<file path="src/rtl/mem_arbiter.sv">
// mem_arbiter: shares one RAM port between the icache and dcache, with fixed dcache priority.
// Define MEMARB_RR_EN to alternate simultaneous requests between the two caches instead.
module mem_arbiter (
  input  logic        CLK,
  input  logic        nRST,
  input  logic        iREN,
  input  logic [31:0] iaddr,
  output logic        iwait,
  output logic [31:0] iload,
  input  logic        dREN,
  input  logic        dWEN,
  input  logic [31:0] daddr,
  input  logic [31:0] dstore,
  output logic        dwait,
  output logic [31:0] dload,
  output logic        ramREN,
  output logic        ramWEN,
  output logic [31:0] ramaddr,
  output logic [31:0] ramstore,
  input  logic [31:0] ramload,
  input  logic [1:0]  ramstate,
  output logic        ram_err
);

  localparam int unsigned WordW = 32;
  localparam logic [1:0] RamAccess = 2'd2;
  localparam logic [1:0] RamError  = 2'd3;

  typedef enum logic [1:0] {
    IDLE  = 2'd0,
    DSERV = 2'd1,
    ISERV = 2'd2
  } state_t;

  state_t state;
  state_t nextState;
  logic   dReq;
  logic   ramDone;
  logic   ramFail;

  assign dReq    = dREN | dWEN;
  assign ramDone = (ramstate == RamAccess);
  assign ramFail = (ramstate == RamError);

  // Read data is shared; validity is qualified by the matching wait signal.
  assign iload = ramload;
  assign dload = ramload;

  always_ff @(posedge CLK or negedge nRST) begin
    if (!nRST) begin
      state   <= IDLE;
      ram_err <= 1'b0;
    end else begin
      state <= nextState;
      if ((state != IDLE) && ramFail) begin
        ram_err <= 1'b1;
      end
    end
  end

`ifdef MEMARB_RR_EN
  // Remembers which cache won the last grant; reset leaves the icache as last served.
  logic lastGrantD;

  always_ff @(posedge CLK or negedge nRST) begin
    if (!nRST) begin
      lastGrantD <= 1'b0;
    end else if (state == IDLE) begin
      if (nextState == DSERV) begin
        lastGrantD <= 1'b1;
      end else if (nextState == ISERV) begin
        lastGrantD <= 1'b0;
      end
    end
  end
`endif

  always_comb begin
    nextState = state;
    case (state)
      IDLE: begin
`ifdef MEMARB_RR_EN
        if (dReq && iREN) begin
          nextState = lastGrantD ? ISERV : DSERV;
        end else if (dReq) begin
          nextState = DSERV;
        end else if (iREN) begin
          nextState = ISERV;
        end
`else
        if (dReq) begin
          nextState = DSERV;
        end else if (iREN) begin
          nextState = ISERV;
        end
`endif
      end
      // Word 0 of a block keeps the grant so the word 1 access follows directly.
      DSERV: begin
        if (!dReq || ramFail || (ramDone && daddr[2])) begin
          nextState = IDLE;
        end
      end
      ISERV: begin
        if (!iREN || ramFail || ramDone) begin
          nextState = IDLE;
        end
      end
      default: nextState = IDLE;
    endcase
  end

  always_comb begin
    ramREN   = 1'b0;
    ramWEN   = 1'b0;
    ramaddr  = WordW'(0);
    ramstore = WordW'(0);
    iwait    = 1'b1;
    dwait    = 1'b1;
    case (state)
      DSERV: begin
        ramWEN   = dWEN;
        ramREN   = dREN & ~dWEN;
        ramaddr  = daddr;
        ramstore = dstore;
        dwait    = ~ramDone;
      end
      ISERV: begin
        ramREN  = iREN;
        ramaddr = iaddr;
        iwait   = ~ramDone;
      end
      default: begin
      end
    endcase
  end

endmodule
</file>
<file path="config.mk">
export PLATFORM = sky130hd
export DESIGN_NAME = mem_arbiter
export DESIGN_NICKNAME = d
export VERILOG_FILES = /design/src/rtl/mem_arbiter.sv
export SDC_FILE = /design/constraint.sdc
export NUM_CORES = 1
export LEC_CHECK = 0
export ABC_CLOCK_PERIOD_IN_PS = 3400
export BUFFER_PORTS_ARGS = -buffer_cell sky130_fd_sc_hd__buf_4
export CAP_MARGIN = 20
export CORE_AREA = 2 2 104 106
export CTS_BUF_LIST = sky130_fd_sc_hd__clkbuf_8
export DETAILED_ROUTE_END_ITERATION = 6
export DIE_AREA = 0 0 106 108
export GPL_TIMING_DRIVEN = 0
export PLACE_DENSITY = 0.49
export REMOVE_ABC_BUFFERS = 1
export SETUP_SLACK_MARGIN = 0.5
export SYNTH_ARGS = -nofsm -noshare
export SYNTH_HDL_FRONTEND = slang
export SYNTH_SLANG_ARGS = --single-unit
export TNS_END_PERCENT = 1
</file>
<file path="constraint.sdc">
create_clock -name CLK -period 3.4 [get_ports CLK]
set_input_delay 0.68 -clock CLK [delete_from_list [all_inputs] [get_ports CLK]]
set_output_delay 0.68 -clock CLK [all_outputs]
set_load 0.1 [all_outputs]
</file>
==> results of run 1 <==
power by group:
| part | total [mW] | switching [mW] | internal, mW |
|---|---|---|---|
| clock network | 0.102 | 0.0247 | 0.0770 |
| registers | 0.0564 | 0.0119 | 0.0445 |
| logic | 2.99 | 2.33 | 0.666 |
| total | 3.15 | 2.36 | 0.787 |
per-layer routing:
layer	share of wire	track usage	vias to the layer above
li1	-	-	828
met1	0.32	0.1635	845
met2	0.46	0.2912	192
met3	0.20	0.1609	8
met4	0.0097	0.02632	2
met5	0.0048	0.06250	-
cell usage in the layout, fill, tap and decap left out, drive strengths merged:
| cell type | instances |
|---|---|
| a21oi | 1 |
| a22o | 1 |
| a22oi | 32 |
| a31oi | 2 |
| and2 | 34 |
| and2b | 1 |
| and4b | 1 |
| buf | 173 |
| clkbuf | 3 |
| dfrtp | 3 |
| ha | 3 |
| inv | 4 |
| nand2 | 9 |
| nand3 | 1 |
| nand3b | 1 |
| nor2 | 2 |
| nor2b | 33 |
| o21ai | 4 |
| o21bai | 1 |
flip-flops by register name, summed over array words and instances (netlist names):
register,cells
ram_err,1
state,2
logic make-up after synthesis:
| group | count (synthesis) | synth area share |
|---|---|---|
| AO/OA/AOI/OAI | 41 | 0.1990 |
| adder cells (fa/ha/maj) | 3 | 0.02540 |
| buffers and inverters | 82 | 0.3912 |
| flip-flops | 3 | 0.05080 |
| AND/OR/NAND/NOR | 82 | 0.3336 |
cells in the mapped netlist:
library cell  count  area share
buf_6             2       0.015
nor2b_1          33        0.14
nand3_1           1      0.0034
and2_1           34        0.14
clkbuf_1          5       0.013
nor2_1            2      0.0051
a22o_1            1      0.0059
o21ai_1           2      0.0068
ha_1              3       0.025
and2b_4           1      0.0068
a21oi_1           1      0.0034
buf_4            66        0.34
buf_2             6       0.020
nand2_1           9       0.023
a22oi_1          32        0.16
inv_1             3      0.0076
o21ai_0           2      0.0068
nand3b_1          1      0.0051
dfrtp_1           3       0.051
o21bai_1          1      0.0051
and4b_1           1      0.0068
a31oi_1           2      0.0085
layout make-up:
cell class	instances	area [um^2]
clock buffers	3	41.29
clock inverters	1	3.754
fillers	1138	7769
inverters	3	11.26
multi-input cells	126	829.5
flip-flops and latches	3	75.07
well taps	136	170.2
repair buffers	173	1331
critical path: stages (launching register included):
cell     delay (ns)
dfrtp_1        0.40
inv_1          0.10
ha_2           0.53
buf_12         0.26
nand2_1        0.06
o21ai_0        0.12
and2_1         0.13
buf_4          0.28
how the worst min path moves through the flow:
| stage | startpoint | cells past startpoint | end | slack (ns) |
|---|---|---|---|---|
| floorplan | nRST | 0 | ram_err$_DFFE_PN0P_ | 0.38 |
| global placement | nRST | 1 | ram_err$_DFFE_PN0P_ | 0.47 |
| detailed placement | nRST | 1 | ram_err$_DFFE_PN0P_ | 0.47 |
| CTS | nRST | 1 | ram_err$_DFFE_PN0P_ | 0.24 |
| global route | nRST | 1 | ram_err$_DFFE_PN0P_ | 0.24 |
| finish | nRST | 1 | ram_err$_DFFE_PN0P_ | 0.24 |
timing repair:
item | 4_1_cts | 5_1_grt
endpoints found under the hold margin | 0 | 0
gates resized for setup | 1 | 0
gates cloned | 0 | 0
endpoints found under the setup margin | 1 | 30
==> out/summary.txt, run 1 <==
Die Y: 108 um
Mapped Area: 1478 um^2
Final Max Slew Viols: 0
Final Setup Violations: 0
gpl congestion: 0.8946
worst hold path class: in2async
synth warn: 0
DP Worst Slack: 0.6563 ns
Mapped Cells: 211
1st-iter DRT viols: 84
Worst setup SP type: flip-flop
Routed Antenna Nets: 0
worst endpoint required time: 2.72 ns
clock root cell: clkbuf_8
pin count of the biggest net entering global routing: 48
IO Pins: 268
post-route minimum period: 2.808 ns
total congestion overflow: 0
FF+latch count, synth: 3
Setup Skew: 0.003333 ns
DRC viols: 0
register-to-register setup slack: 1.61 ns
RSZ-0062 raised after global routing: true
cell area after layout: 2462 um^2
Fin. Hold Viols: 0
layout net count: 448
Max clock buf depth: 2
Tot GR Track Use: 0.1768
R2R cell count: 6
dpl cell area: 2415 um^2
Critical Path Source: state[1]$_DFFE_PN0P_
worst hold slack: 0.2425 ns
CP Capture Type: output port
maximum vdd ir drop: 0.5825 mV
routed length per instance: 24.38 um
row count: 37
TritonCTS Sinks: 3
register area share after synthesis: 0.05080
post-DR vias/cell: 4.213
CTS H-tree depth: 1
Final Util: 0.2407
clock latency at the later pin of the worst-skew pair: 0.22 ns
Leak Pwr: 1.212 nW
hold_buf cts: 0
Post-CTS Setup Inserts: 0
Initial Util: 0.1444
CP arrival: 2.13 ns
die width: 106 um
Port Buffers: 171
fin crit share: 0.8258
MaxCap Viol Count: 0
Finished Layout Cells: 445
first-pass GRT wire length: 14.41 mm
Power Total: 3.150 mW
Post-Place Cells: 441
Worst Path Max Fanout: 47
CTS tree: done
cts bufs inserted: 3
initial antenna violation count: 0
Max Clk Rate: 0.3562 GHz
core area: 10,230 um^2
vias in the first global route: 1,936
router iterations before antenna repair: 4
syn avg cell area: 7.003 um^2
share of cells above drive strength 1: 0.5793
clock-pin transition on the worst setup and hold timing paths: 0.03 ns
worst slew pin tran: 0.6205 ns
status: complete, no violations
Post-DP HPWL: 9.582 mm
Yosys cell types: 22
PnR worst setup slack: 0.5924 ns
Power Dens Cells: 1279 nW/um^2
area delta synth->final: 66.64%
setup TNS: 0 ns
antenna diode count: 0
FF-to-FF Start: state[0]$_DFFE_PN0P_
Slew headroom: 0.5863
Setup crit end: ramREN
die area: 11,450 um^2
via count: 1,875
WS Path Type: reg2out
final wirelength: 10.85 mm
reg-to-reg endpoint: state[0]$_DFFE_PN0P_
(Power assumes the default switching activity.)
==> run 2, diff against run 1 <==
ABC_AREA = 1   (was not set)
ABC_CLOCK_PERIOD_IN_PS = 2700   (was 3400)
CORE_AREA = 2 2 105 107   (was 2 2 104 106)
DIE_AREA = 0 0 107 109   (was 0 0 106 108)
clock period = 2.7 ns   (was 3.4 ns; I/O delays follow)
==> run 2 against run 1 <==
Net effect:
- core utilization is 8.0 points higher
- synthesized cell count is 31% higher
- cell count is 19% higher
- power is 50% higher
- area after synthesis is 1.5% higher
- clock power is 24% higher
- non-clock buffer count is 14 higher
- routed wire length is 13% lower
- worst setup slack worse by 0.15 ns
- flip-flop and latch count stayed put
- critical path type unchanged
- largest cell class unchanged
==> out/summary.txt, run 2 <==
register with the most flip-flops: state
worst hold path class: in2async
hold_buf cts: 0
CP most frequent cell: buf_12
row count: 38
clock root cell: clkbuf_8
Tot GR Track Use: 0.1506
slowest CP cell: dfrtp_1
CP arrival: 1.71 ns
vias in the first global route: 2,201
Die Y: 109 um
Worst setup SP type: flip-flop
fin crit share: 0.8344
Power Dens Cells: 1388 nW/um^2
Mapped Area: 1500 um^2
crit path cell chain: inv_2 > ha_4 > clkinvlp_4 > buf_12 > buf_16 > a21oi_4 > buf_12
Worst Path Max Fanout: 6
Final Setup Violations: 0
total congestion overflow: 0
register area share after synthesis: 0.05004
antenna diode count: 0
core area: 10,600 um^2
Post-Place Cells: 511
cts bufs inserted: 3
Post-DP HPWL: 6.994 mm
final wirelength: 9.441 mm
Fin. Hold Viols: 0
Buf+Inv Stages, Crit Path: 5
RSZ-0062 raised after global routing: true
Yosys cell types: 16
initial antenna violation count: 0
Finished Layout Cells: 528
DRC viols: 0
Initial Util: 0.1415
worst hold slack: 0.1067 ns
leading post-synthesis cells by cell area: buf_4, nand2_1, a21oi_1, inv_1, dfrtp_1
CP Capture Type: output port
Leak Pwr: 1.706 nW
Routed Antenna Nets: 0
routed length per instance: 17.88 um
Mapped Cells: 276
1st-iter DRT viols: 107
IO Pins: 268
FF-to-FF Start: state[0]$_DFFE_PN0P_
area delta synth->final: 126.4%
Post-synth EDFFs: 0
CTS tree: done
reg-to-reg endpoint: state[1]$_DFFE_PN0P_
most frequent cells after synthesis: nand2_1, buf_4, inv_1
Yosys top cell area share: 0.3603
Setup Skew: 0.003014 ns
most numerous cell in the Yosys netlist: nand2_1
Top Registers: state: 2 flops, ram_err: 1 flops
WS Path Type: reg2out
die area: 11,660 um^2
status: complete, no violations
share of cells above drive strength 1: 0.5979
gpl congestion: 0.7618
Max Clk Rate: 0.4439 GHz
TritonCTS Sinks: 3
worst slew pin tran: 0.2883 ns
Final Max Slew Viols: 0
first-pass GRT wire length: 12.98 mm
worst endpoint required time: 2.16 ns
synth warn: 0
MaxCap Viol Count: 0
Port Buffers: 171
clock-pin transition on the worst setup and hold timing paths: 0.03 ns
clock latency at the later pin of the worst-skew pair: 0.21 ns
post-DR vias/cell: 4.178
layout net count: 527
die width: 107 um
syn avg cell area: 5.435 um^2
flip-flop count of the largest register after layout: 2
CTS H-tree depth: 1
FF+latch count, synth: 3
Crit path max-delay family: buffers and inverters
via count: 2,206
post-route minimum period: 2.253 ns
Slew headroom: 0.8094
router iterations before antenna repair: 6
top_reg_cell synth: dfrtp_1
max incr delay on CP: 0.37 ns
maximum vdd ir drop: 0.6151 mV
post-synth top area cell: buf_4
asr flop ratio synth: 1.000
R2R cell count: 7
pin count of the biggest net entering global routing: 42
register-to-register setup slack: 1.29 ns
most frequent cells in the layout: buf_4, nand2_1, inv_1
Max clock buf depth: 2
commonest non-fill, non-tap cell in the layout: buf_4
==> run 2: repair_timing <==
item,CTS,global route
setup endpoints to repair,68,33
setup buffers,9,0
cloned,4,0
resized for setup,144,5
pin swaps,3,1
==> run 2: cell type report <==
| cell class | instances | area, um^2 |
|---|---|---|
| Inverter | 41 | 157.7 |
| Tap cell | 140 | 175.2 |
| Fill cell | 1125 | 7207 |
| Timing Repair Buffer | 187 | 1931 |
| Sequential cell | 3 | 75.07 |
| Clock buffer | 3 | 41.29 |
| Clock inverter | 1 | 3.754 |
| Multi-Input combinational cell | 153 | 1012 |
==> run 2: worst max path at each step <==
stage                                     from  slack (ns)  cells after the start     endpoint
after floorplan           state[1]$_DFFE_PN0P_       -1.15                      4       ramREN
after global placement    state[1]$_DFFE_PN0P_       -0.79                      5  ramaddr[13]
after detailed placement  state[1]$_DFFE_PN0P_        0.27                      6       ramREN
after CTS                 state[0]$_DFFE_PN0P_        0.45                      7   ramaddr[0]
after global routing      state[0]$_DFFE_PN0P_        0.38                      7   ramaddr[1]
final                     state[0]$_DFFE_PN0P_        0.45                      7  ramaddr[21]
==> run 2: layer usage <==
| metal | vias to the layer above | GRT usage | part of all wire |
|---|---|---|---|
| li1 | 983 | - | - |
| met1 | 996 | 0.1611 | 0.36 |
| met2 | 215 | 0.2343 | 0.44 |
| met3 | 8 | 0.1154 | 0.18 |
| met4 | 4 | 0.02134 | 0.0050 |
| met5 | - | 0.08482 | 0.010 |
==> run 2: per-stage QoR <==
step / worst slack, ns / util / setup TNS, ns / total power, mW / area [um^2]
6_report: 0.4472 / 0.3203 / 0 / 4.712 / 3396
5_1_grt: 0.3754 / 0.3203 / 0 / 4.891 / 3396
4_1_cts: 0.4470 / 0.3180 / 0 / 4.716 / 3372
3_5_place_dp: 0.2731 / 0.2298 / 0 / 3.400 / 2436
3_3_place_gp: -0.7910 / 0.2224 / -44.97 / 3.322 / 2359
2_1_floorplan: -1.148 / - / -45.69 / 2.597 / 899.6
==> run 2: worst register-to-register path, delay by kind of cell (launching register included) <==
family                   cells  cell delay, ns
adder cells (fa/ha/maj)      1            0.16
flip-flops                   1            0.39
buffers and inverters        3            0.38
AND/OR/NAND/NOR              3            0.36
==> run 2: cell families after synthesis <==
family | Yosys count | share of synthesized area
buffers and inverters | 120 | 0.5029
AND/OR/NAND/NOR | 115 | 0.3027
AO/OA/AOI/OAI | 35 | 0.1193
adder cells (fa/ha/maj) | 3 | 0.02502
flip-flops | 3 | 0.05004
==> run 2: power by group <==
| group | leakage (nW) | switching (mW) | total, mW | internal (mW) |
|---|---|---|---|---|
| Combinational | 1.64 | 3.09 | 4.52 | 1.44 |
| Sequential | 0.0346 | 0.00829 | 0.0638 | 0.0555 |
| Clock | 0.0269 | 0.0292 | 0.126 | 0.0968 |
